`src/rtl/reaction_round_scheduler_if.sv`:
```
// Bundle of game-facing signals between the reaction-time scheduler and its
// surroundings: button/tick/random sources in, LED bank and score outputs out.
interface reaction_round_scheduler_if #(
  parameter int MAX_MS     = 2047,
  parameter int LED_NUM    = 18,
  parameter int NUM_ROUNDS = 4
);
  localparam int MS_W  = $clog2(MAX_MS + 1);
  localparam int RW    = $clog2(NUM_ROUNDS);
  localparam int LED_W = $clog2(LED_NUM);

  logic                 start;
  logic                 button_pressed;
  logic                 ms_tick;
  logic [LED_W-1:0]     random_value;
  logic [MS_W-1:0]      random_delay;
  logic [LED_NUM-1:0]   led_on;
  logic [RW-1:0]        round_idx;
  logic [MS_W-1:0]      last_time;
  logic [MS_W-1:0]      best_time;
  logic [MS_W+RW-1:0]   total_time;
  logic                 result_valid;
  logic                 false_start;
  logic                 busy;
  logic                 done;

  // Environment side: drives the sources, observes the results.
  modport master (
    output start, button_pressed, ms_tick, random_value, random_delay,
    input  led_on, round_idx, last_time, best_time, total_time,
           result_valid, false_start, busy, done
  );

  // Scheduler side.
  modport slave (
    input  start, button_pressed, ms_tick, random_value, random_delay,
    output led_on, round_idx, last_time, best_time, total_time,
           result_valid, false_start, busy, done
  );
endinterface

```
`src/rtl/reaction_round_scheduler.sv`:
```
// Multi-round reaction-time sequencer: random pre-delay, one random LED,
// millisecond timing of the press, false-start and timeout handling, and
// last/best/total result bookkeeping. Every output is a register.
module reaction_round_scheduler #(
  parameter int MAX_MS          = 2047,
  parameter int LED_NUM         = 18,
  parameter int NUM_ROUNDS      = 4,
  parameter int MAX_TIME_LED_ON = 1000,
  parameter int MIN_DELAY_MS    = 500,
  parameter int PENALTY_MS      = 300
) (
  input logic                        clk,
  input logic                        reset,
  reaction_round_scheduler_if.slave  bus
);
  localparam int MS_W  = $clog2(MAX_MS + 1);
  localparam int RW    = $clog2(NUM_ROUNDS);
  localparam int LED_W = $clog2(LED_NUM);
  localparam int TOT_W = MS_W + RW;

  localparam logic [MS_W-1:0] TIMEOUT_MS   = MS_W'(MAX_TIME_LED_ON);
  localparam logic [MS_W-1:0] TIMEOUT_LAST = MS_W'(MAX_TIME_LED_ON - 1);
  localparam logic [MS_W-1:0] MIN_DELAY    = MS_W'(MIN_DELAY_MS);
  localparam logic [MS_W-1:0] DELAY_CAP    = MS_W'(MAX_MS - 1);
  localparam logic [MS_W-1:0] PENALTY_LAST = MS_W'(PENALTY_MS - 1);
  localparam logic [RW-1:0]   LAST_ROUND   = RW'(NUM_ROUNDS - 1);

  typedef enum logic [2:0] {
    S_IDLE,
    S_WAIT_DELAY,
    S_ARMED,
    S_PENALTY,
    S_RECORD,
    S_SUMMARY
  } state_e;

  state_e               state_q;
  logic                 start_q;
  logic                 button_q;
  logic [MS_W-1:0]      ms_cnt_q;
  logic [MS_W-1:0]      delay_q;
  logic [LED_NUM-1:0]   led_on_q;
  logic [RW-1:0]        round_idx_q;
  logic [MS_W-1:0]      last_time_q;
  logic [MS_W-1:0]      best_time_q;
  logic [TOT_W-1:0]     total_time_q;
  logic                 result_valid_q;
  logic                 false_start_q;
  logic                 busy_q;
  logic                 done_q;

  logic                 start_edge;
  logic                 button_edge;
  logic [MS_W-1:0]      delay_d;
  logic [LED_W-1:0]     led_idx_d;
  logic [LED_NUM-1:0]   led_on_d;

  // Remember previous input levels so rising edges can be detected.
  always_ff @(posedge clk) begin
    // NOTE: sequential state is always assigned with <= so every register
    // samples pre-edge values and simulation order cannot change the result.
    if (reset) begin
      start_q  <= 1'b0;
      button_q <= 1'b0;
    end else begin
      start_q  <= bus.start;
      button_q <= bus.button_pressed;
    end
  end

  assign start_edge  = bus.start & ~start_q;
  assign button_edge = bus.button_pressed & ~button_q;

  // Candidate delay and LED pattern, latched only on the relevant transitions.
  always_comb begin
    // NOTE: every variable gets a default at the top of the block, so no path
    // leaves it unassigned and no latch is inferred.
    delay_d   = bus.random_delay;
    led_idx_d = bus.random_value;
    if (delay_d > DELAY_CAP) delay_d = DELAY_CAP;
    if (delay_d < MIN_DELAY) delay_d = MIN_DELAY;
    if (int'(bus.random_value) >= LED_NUM) led_idx_d = bus.random_value - LED_W'(LED_NUM);
    led_on_d = LED_NUM'(1) << led_idx_d;
  end

  // Round sequencer; outputs are updated on the transitions that imply them.
  always_ff @(posedge clk) begin
    if (reset) begin
      state_q        <= S_IDLE;
      ms_cnt_q       <= '0;
      delay_q        <= '0;
      led_on_q       <= '0;
      round_idx_q    <= '0;
      last_time_q    <= '0;
      best_time_q    <= TIMEOUT_MS;
      total_time_q   <= '0;
      result_valid_q <= 1'b0;
      false_start_q  <= 1'b0;
      busy_q         <= 1'b0;
      done_q         <= 1'b0;
    end else begin
      result_valid_q <= 1'b0;
      false_start_q  <= 1'b0;
      case (state_q)
        S_IDLE, S_SUMMARY: begin
          if (start_edge) begin
            round_idx_q  <= '0;
            total_time_q <= '0;
            ms_cnt_q     <= '0;
            best_time_q  <= TIMEOUT_MS;
            delay_q      <= delay_d;
            led_on_q     <= '0;
            busy_q       <= 1'b1;
            done_q       <= 1'b0;
            state_q      <= S_WAIT_DELAY;
          end
        end

        S_WAIT_DELAY: begin
          if (button_edge) begin
            false_start_q <= 1'b1;
            ms_cnt_q      <= '0;
            led_on_q      <= '1;
            state_q       <= S_PENALTY;
          end else if (bus.ms_tick) begin
            if (ms_cnt_q == delay_q - MS_W'(1)) begin
              ms_cnt_q <= '0;
              led_on_q <= led_on_d;
              state_q  <= S_ARMED;
            end else begin
              ms_cnt_q <= ms_cnt_q + MS_W'(1);
            end
          end
        end

        S_ARMED: begin
          if (button_edge) begin
            last_time_q <= ms_cnt_q;
            led_on_q    <= '0;
            state_q     <= S_RECORD;
          end else if (bus.ms_tick) begin
            if (ms_cnt_q == TIMEOUT_LAST) begin
              last_time_q <= TIMEOUT_MS;
              led_on_q    <= '0;
              state_q     <= S_RECORD;
            end else begin
              ms_cnt_q <= ms_cnt_q + MS_W'(1);
            end
          end
        end

        S_PENALTY: begin
          if (bus.ms_tick) begin
            if (ms_cnt_q == PENALTY_LAST) begin
              last_time_q <= TIMEOUT_MS;
              led_on_q    <= '0;
              state_q     <= S_RECORD;
            end else begin
              ms_cnt_q <= ms_cnt_q + MS_W'(1);
            end
          end
        end

        S_RECORD: begin
          total_time_q   <= total_time_q + {{RW{1'b0}}, last_time_q};
          best_time_q    <= (last_time_q < best_time_q) ? last_time_q : best_time_q;
          result_valid_q <= 1'b1;
          if (round_idx_q == LAST_ROUND) begin
            busy_q  <= 1'b0;
            done_q  <= 1'b1;
            state_q <= S_SUMMARY;
          end else begin
            round_idx_q <= round_idx_q + RW'(1);
            delay_q     <= delay_d;
            ms_cnt_q    <= '0;
            state_q     <= S_WAIT_DELAY;
          end
        end

        default: state_q <= S_IDLE;
      endcase
    end
  end

  assign bus.led_on       = led_on_q;
  assign bus.round_idx    = round_idx_q;
  assign bus.last_time    = last_time_q;
  assign bus.best_time    = best_time_q;
  assign bus.total_time   = total_time_q;
  assign bus.result_valid = result_valid_q;
  assign bus.false_start  = false_start_q;
  assign bus.busy         = busy_q;
  assign bus.done         = done_q;
endmodule

```
`src/flat_wrapper.sv`:
```
// flat-port wrapper written by rule: the top's interface ports become plain ports
module reaction_round_scheduler_flat 
#(
  parameter int MAX_MS          = 2047,
  parameter int LED_NUM         = 18,
  parameter int NUM_ROUNDS      = 4,
  parameter int MAX_TIME_LED_ON = 1000,
  parameter int MIN_DELAY_MS    = 500,
  parameter int PENALTY_MS      = 300
)
  (clk, reset, bus_start, bus_button_pressed, bus_ms_tick, bus_random_value, bus_random_delay, bus_led_on, bus_round_idx, bus_last_time, bus_best_time, bus_total_time, bus_result_valid, bus_false_start, bus_busy, bus_done);
  reaction_round_scheduler_if #(.MAX_MS(MAX_MS), .LED_NUM(LED_NUM), .NUM_ROUNDS(NUM_ROUNDS)) bus_i ();
  input logic clk;
  input logic reset;
  input wire logic [$bits(bus_i.start)-1:0] bus_start;
  input wire logic [$bits(bus_i.button_pressed)-1:0] bus_button_pressed;
  input wire logic [$bits(bus_i.ms_tick)-1:0] bus_ms_tick;
  input wire logic [$bits(bus_i.random_value)-1:0] bus_random_value;
  input wire logic [$bits(bus_i.random_delay)-1:0] bus_random_delay;
  output wire logic [$bits(bus_i.led_on)-1:0] bus_led_on;
  output wire logic [$bits(bus_i.round_idx)-1:0] bus_round_idx;
  output wire logic [$bits(bus_i.last_time)-1:0] bus_last_time;
  output wire logic [$bits(bus_i.best_time)-1:0] bus_best_time;
  output wire logic [$bits(bus_i.total_time)-1:0] bus_total_time;
  output wire logic [$bits(bus_i.result_valid)-1:0] bus_result_valid;
  output wire logic [$bits(bus_i.false_start)-1:0] bus_false_start;
  output wire logic [$bits(bus_i.busy)-1:0] bus_busy;
  output wire logic [$bits(bus_i.done)-1:0] bus_done;
  assign bus_i.start = bus_start;
  assign bus_i.button_pressed = bus_button_pressed;
  assign bus_i.ms_tick = bus_ms_tick;
  assign bus_i.random_value = bus_random_value;
  assign bus_i.random_delay = bus_random_delay;
  assign bus_led_on = bus_i.led_on;
  assign bus_round_idx = bus_i.round_idx;
  assign bus_last_time = bus_i.last_time;
  assign bus_best_time = bus_i.best_time;
  assign bus_total_time = bus_i.total_time;
  assign bus_result_valid = bus_i.result_valid;
  assign bus_false_start = bus_i.false_start;
  assign bus_busy = bus_i.busy;
  assign bus_done = bus_i.done;
  reaction_round_scheduler #(.MAX_MS(MAX_MS), .LED_NUM(LED_NUM), .NUM_ROUNDS(NUM_ROUNDS), .MAX_TIME_LED_ON(MAX_TIME_LED_ON), .MIN_DELAY_MS(MIN_DELAY_MS), .PENALTY_MS(PENALTY_MS)) u_core (.clk(clk), .reset(reset), .bus(bus_i));
endmodule
```
`config.mk`:
```
export PLATFORM = sky130hd
export DESIGN_NAME = reaction_round_scheduler_flat
export DESIGN_NICKNAME = d
export VERILOG_FILES = /design/src/rtl/reaction_round_scheduler_if.sv /design/src/rtl/reaction_round_scheduler.sv /design/src/flat_wrapper.sv
export SDC_FILE = /design/constraint.sdc
export NUM_CORES = 1
export LEC_CHECK = 0
export BUFFER_PORTS_ARGS = -buffer_cell sky130_fd_sc_hd__buf_2
export CAP_MARGIN = 30
export CORE_ASPECT_RATIO = 0.6
export CORE_MARGIN = 2
export CORE_UTILIZATION = 57
export DETAILED_ROUTE_END_ITERATION = 7
export PLACE_DENSITY = 0.87
export SYNTH_ARGS = -nofsm -noshare
export SYNTH_HDL_FRONTEND = slang
export SYNTH_SLANG_ARGS = --single-unit
```
`constraint.sdc`:
```
create_clock -name clk -period 3.6 [get_ports clk]
set_input_delay 0.72 -clock clk [delete_from_list [all_inputs] [get_ports clk]]
set_output_delay 0.72 -clock clk [all_outputs]
set_load 0.02 [all_outputs]
```
## Yosys cells after proc, flatten, opt, wreduce, memory -nomap -nowiden

Index checks and enable logic that the tools add are counted.

- Output and inout bits: 59
- Input bits: 21
- Flip-flop bits (word level): 86
- Word-level logic and storage cells: 127

- Multiplexer cells: 60
- Bitwise gates (word level): 5
- Shifts and indexed selects: 1
- Add/sub/neg operators: 5
- Magnitude comparators: 4
- Reductions and logical operators: 15
- Equal/unequal tests: 23

Operators by type and width:

| operator | count |
|---|---|
| two-way mux 11 bit | 21 |
| two-way mux 18 bit | 9 |
| one-hot mux 18 bit (4 select lines) | 1 |
| one-hot mux 11 bit (2 select lines) | 3 |
| one-hot mux 11 bit (5 select lines) | 1 |
| two-way mux 3 bit | 10 |
| one-hot mux 13 bit (2 select lines) | 1 |
| << shifter 1 x 5 -> 18 bit (first input constant) | 1 |
| one-hot mux 3 bit (5 select lines) | 1 |
| adder 13 x 11 -> 13 bit | 1 |
| two-way mux 13 bit | 1 |
| inequality test 2 bit (second input constant) | 6 |
| adder 11 x 1 -> 11 bit (second input constant) | 1 |
| equality test 11 x 10 -> 1 bit (second input constant) | 1 |
| equality test 11 bit | 1 |
| equality test 11 x 9 -> 1 bit (second input constant) | 1 |
| greater-than comparator 11 bit (second input constant) | 1 |
| < comparator 11 bit | 1 |
| < comparator 11 x 9 -> 1 bit (second input constant) | 1 |
| subtractor 11 x 1 -> 11 bit (second input constant) | 1 |
| AND reduction 3 bit | 3 |
| AND reduction 9 bit | 1 |
| inequality test 2 x 1 -> 1 bit (second input constant) | 4 |
| AND reduction 8 bit | 1 |
| 24 further kinds | 40 |

## Depth between registers and ports, before layout

- Word-level depth: 7
- Mapped depth: 14
- Mapped depth without buffers: 9

## Worst setup path before layout

No wires, ideal clock.

- Path kind: reg2reg
- Start point: register u_core.delay_q[0]
- End point: register u_core.led_on_q[4], in the netlist u_core.bus.led_on[4]
- Slack: 704 ps
- Cell stages (with the launch flop): 14
- Path buffers: 5
- Arrival time: 2753 ps
- Clock period less this slack: 2896 ps
- Path through: dfxtp_1 > clkbuf_1 > inv_1 > ha_1 > buf_4 > or4b_1 > buf_2 > or4b_1 > and4_4 > o31ai_4 > and2_1 > buf_4 > buf_6 > a211oi_1

- Word-level cells in the longest chain between the ends: 4

Ends and longest elaborated chain:

| element | line | text |
|---|---|---|
| start, declared | reaction_round_scheduler.sv:41 | `logic [MS_W-1:0] delay_q;` |
| start signal, assigned | reaction_round_scheduler.sv:111 | `delay_q <= delay_d;` |
| start signal, assigned | reaction_round_scheduler.sv:174 | `delay_q <= delay_d;` |
| subtractor 11 x 1 -> 11 bit | reaction_round_scheduler.sv:126 | `if (ms_cnt_q == delay_q - MS_W'(1)) begin` |
| equality test 11 bit | reaction_round_scheduler.sv:126 |  |
| inequality test 3 x 1 -> 1 bit (no line) | n/a |  |
| AND reduction 8 bit (no line) | n/a |  |
| end signal, assigned | reaction_round_scheduler.sv:128 | `led_on_q <= led_on_d;` |
| end, declared | reaction_round_scheduler.sv:42 | `logic [LED_NUM-1:0] led_on_q;` |

Every way passes these cells.
A chain may end at the register's enable or synchronous reset.

## Final worst setup path

- Start point: register u_core.delay_q[0]
- End point: register u_core.led_on_q[8], in the netlist u_core.bus.led_on[8]

Same word-level chain as after synthesis.

==> impl_results.md <==
- Post-synth EDFFs: 0
- Setup Buffers After CTS: 0
- End point of the critical path: u_core.bus.led_on[8]
- Setup CP Type: flip-flop to flip-flop
- Vias in the first global route: about 4500
- Most frequent cells in the layout: 86 x dfxtp_1, 79 x buf_2, 70 x nor2_1, 55 x a21oi_1, 31 x nand2_1
- Synth cell types: between 70 and 80
- CP Capture Type: flip-flop
- CP Launch Point: u_core.delay_q[0]
- TNS Setup: 0 ns
- Minimum clock period: 3.074 ns
- Startpoint Class: flip-flop
- Worst endpoint data arrival time: 3.34 ns
- Gate count of the mapped netlist: 599
- Critical path buffer and inverter count: 2
- Crit path largest cell delay: 0.61 ns
- CTS tree: done
- Clock Latency Late Sink: 0.34 ns
- Pins over their slew limit: 0
- Post-DR wirelength/cell: 17.38 um
- Failing checks: DRC
- Commonest non-fill, non-tap cell in the layout: dfxtp_1
- Global-route wire length before repair: 21600 um
- Avg Cell Area, Syn: 8.355 um2
- Drt total wl: 13430 um
- Tcrit/Tclk final: 0.8538
- Routability cong.: 0.9351
- Worst-margin pin slew: between 1 and 1.5 ns
- Pin count of the biggest net entering global routing: 43
- Family with the most delay on the worst path: simple AND/OR/NAND/NOR gates
- Share of cells above drive strength 1: 0.1800
- Fraction of the yosys area taken by sequential cells: 0.3440
- Slowest stage cell, crit path: or4b_1
- YS warnings: 0
- Crit-path cells: inv_1, ha_1, or4b_1, or4b_1, and4_4, o31ai_4, buf_4, a21oi_1, a211oi_2
- CTS clk-pin slew, worst paths: 0.06 ns
- Syn Nets: 646
- R2R Path Start: u_core.delay_q[0]
- IO Port Bufs: 79
- Core area: 8523 um2
- CTS max path bufs: 2
- Fillers: 689
- Seq. cell area: 1722 um2
- Vias: between 4000 and 5000
- Reg2reg end: u_core.bus.led_on[8]
- Post-layout power: 3.415 mW
- Root buffer cell: clkbuf_16
- CTS hold repair buffers: 0
- Ports: 80
- Final Hold Fails: 0
- Crit Path Max Fanout: 19
- Crit. path cell count: 9
- RSZ-0062 raised after global routing: no
- Num Clock Sinks: 86
- Flop2flop setup slack: 0.53 ns
- Area occupied by multi-input gates: around 3000 um2
- Initial antenna violation count: 0
- Max Fclk: between 300 and 400 MHz
- DR iter-0 viols: 425
- Via density: 6.375
- Die width: between 100 and 150 um
- Ys async rst share: 0
- Cts bufs inserted: 9
- Hpwl dp: a little under 10000 um
- #FFs+latches synth: 86
- Final number of setup-violating endpoints: 0
- Residual DRC: 1
- Max IR drop VDD: 0.4908 mV
- Setup Skew: 0.004878 ns
- Top_reg_cell synth: dfxtp_1
- Leakage: 2.421 nW
- # nets final: 703
- Die footprint: approximately 9600 um2
- Hold Path Class: flip-flop to flip-flop
- Pwr Density: 597.4 nW/um2
- Row count: 26
- Post-Layout Cell Count: 773
- Headroom to the max-slew limit: 0.3275
- Crit path required time: 3.86 ns
- Total grt overflow: 0
- GRT Total Usage: 0.2754
- H-tree levels: 3
- Synthesized area: 5005 um2
- Layout area overhead: 14.22%
- Crit-path most repeated cell: or4b_1
- Routed Antenna Nets: 0
- Post-CTS sizing: 0
- First drt pass iteration count: 8
- Worst-case reg-to-reg path depth: 9
- Initial core utilization: 0.5872
- Max-Cap Viols: 0
- Die height: approximately 77 um
- Ant diodes: 0
- Placed cell count: 757
- Status: finished with violations
area by class of cell:
type                    count  share of cell area
multi-input cells         452              0.5251
flip-flops and latches     86              0.3012
repair buffers             87             0.07967
clock buffers              10             0.04180
well taps                 112             0.02451
clock inverters             6             0.01466
inverters                  20             0.01313
tightest hold or removal path: stages, from the launching register on:
cell	delay, ns
dfxtp_1	0.32
nor2_1	0.05
nor2_1	0.07
registers in the layout, indices dropped and copies added (netlist names):
name                     flops
u_core.delay_q              11
u_core.ms_cnt_q             11
u_core.bus.result_valid      1
u_core.button_q              1
u_core.bus.last_time        11
u_core.bus.round_idx         2
u_core.bus.led_on           18
u_core.bus.done              1
u_core.bus.total_time       13
u_core.start_q               1
u_core.bus.best_time        11
u_core.bus.false_start       1
u_core.state_q               3
u_core.bus.busy              1
worst min path at each step:
| stage | startpoint | cells after the start | end | slack, ns |
|---|---|---|---|---|
| finish | u_core.bus.done | 2 | u_core.bus.done | 0.48 |
| CTS | u_core.delay_q[10] | 2 | u_core.delay_q[10] | 0.48 |
| global route | u_core.bus.total_time[12] | 2 | u_core.bus.total_time[12] | 0.52 |
| detailed placement | u_core.bus.done | 2 | u_core.bus.done | 0.47 |
| global placement | u_core.bus.done | 2 | u_core.bus.done | 0.46 |
| floorplan | u_core.delay_q[10] | 2 | u_core.delay_q[10] | 0.45 |
power breakdown:
part	switching [mW]	internal, mW
Sequential	0.144	1.08
Clock	0.391	0.625
Combinational	0.744	0.429
metal layers:
| layer | part of all wire | track usage | routed length [um] | up-vias |
|---|---|---|---|---|
| met5 | 0 | 0 | 0 | - |
| met3 | 0.10 | 0.09270 | 1356 | 29 |
| li1 | - | - | - | 2333 |
| met2 | 0.44 | 0.4272 | 5878 | 257 |
| met4 | 0.015 | 0.07667 | 198 | 0 |
| met1 | 0.45 | 0.3674 | 6000 | 2309 |
Yosys cell counts, types with 3 or more instances:
library cell,instances,area share
xor2_1,10,0.017
a32o_1,6,0.012
a211o_1,3,0.0053
nand2b_1,8,0.010
buf_6,3,0.0067
buf_2,4,0.0040
a22oi_1,8,0.012
nand4_1,6,0.0075
a211oi_2,9,0.023
a211oi_1,14,0.021
a41oi_1,12,0.021
o32a_1,6,0.012
nor4_1,9,0.011
and3_1,4,0.0050
o21ai_0,22,0.022
nor2_1,70,0.052
clkbuf_1,28,0.021
xnor2_1,21,0.037
or4_1,3,0.0045
o21a_1,6,0.0090
a31oi_1,8,0.010
inv_1,20,0.015
ha_1,25,0.063
a21oi_1,55,0.055
and2_1,8,0.010
a22o_1,4,0.0070
nor3_1,24,0.024
nand3_1,14,0.014
nor2b_1,9,0.011
or3_1,3,0.0038
a21o_1,8,0.012
dfxtp_1,86,0.34
o21bai_1,3,0.0045
nand2_1,31,0.023
per-stage QoR:
stage | utilization | cell area, um2 | hold slack (ns) | setup WS, ns
5_1_grt | 0.6707 | 5717 | 0.5156 | 0.3532
2_1_floorplan | - | 5005 | 0.4478 | 0.7037
6_report | 0.6707 | 5717 | 0.4752 | 0.5263
4_1_cts | 0.6707 | 5717 | 0.4781 | 0.5608
3_5_place_dp | 0.6329 | 5394 | 0.4663 | 0.5940
3_3_place_gp | 0.6329 | 5394 | 0.4588 | 0.7369
kinds of logic (layout without fill, tap and decap cells):
| kind of cell | after synthesis | in the layout | share of synthesized area |
|---|---|---|---|
| AND/OR/NAND/NOR | 201 | 201 | 0.1988 |
| AO/OA/AOI/OAI | 191 | 191 | 0.2743 |
| flip-flops | 86 | 86 | 0.3440 |
| buffers and inverters | 61 | 123 | 0.05625 |
| XOR/XNOR | 31 | 31 | 0.05425 |
| adder cells (fa/ha/maj) | 27 | 27 | 0.06850 |
| multiplexers | 2 | 2 | 0.004000 |
Power figures use the tool's default switching activity.
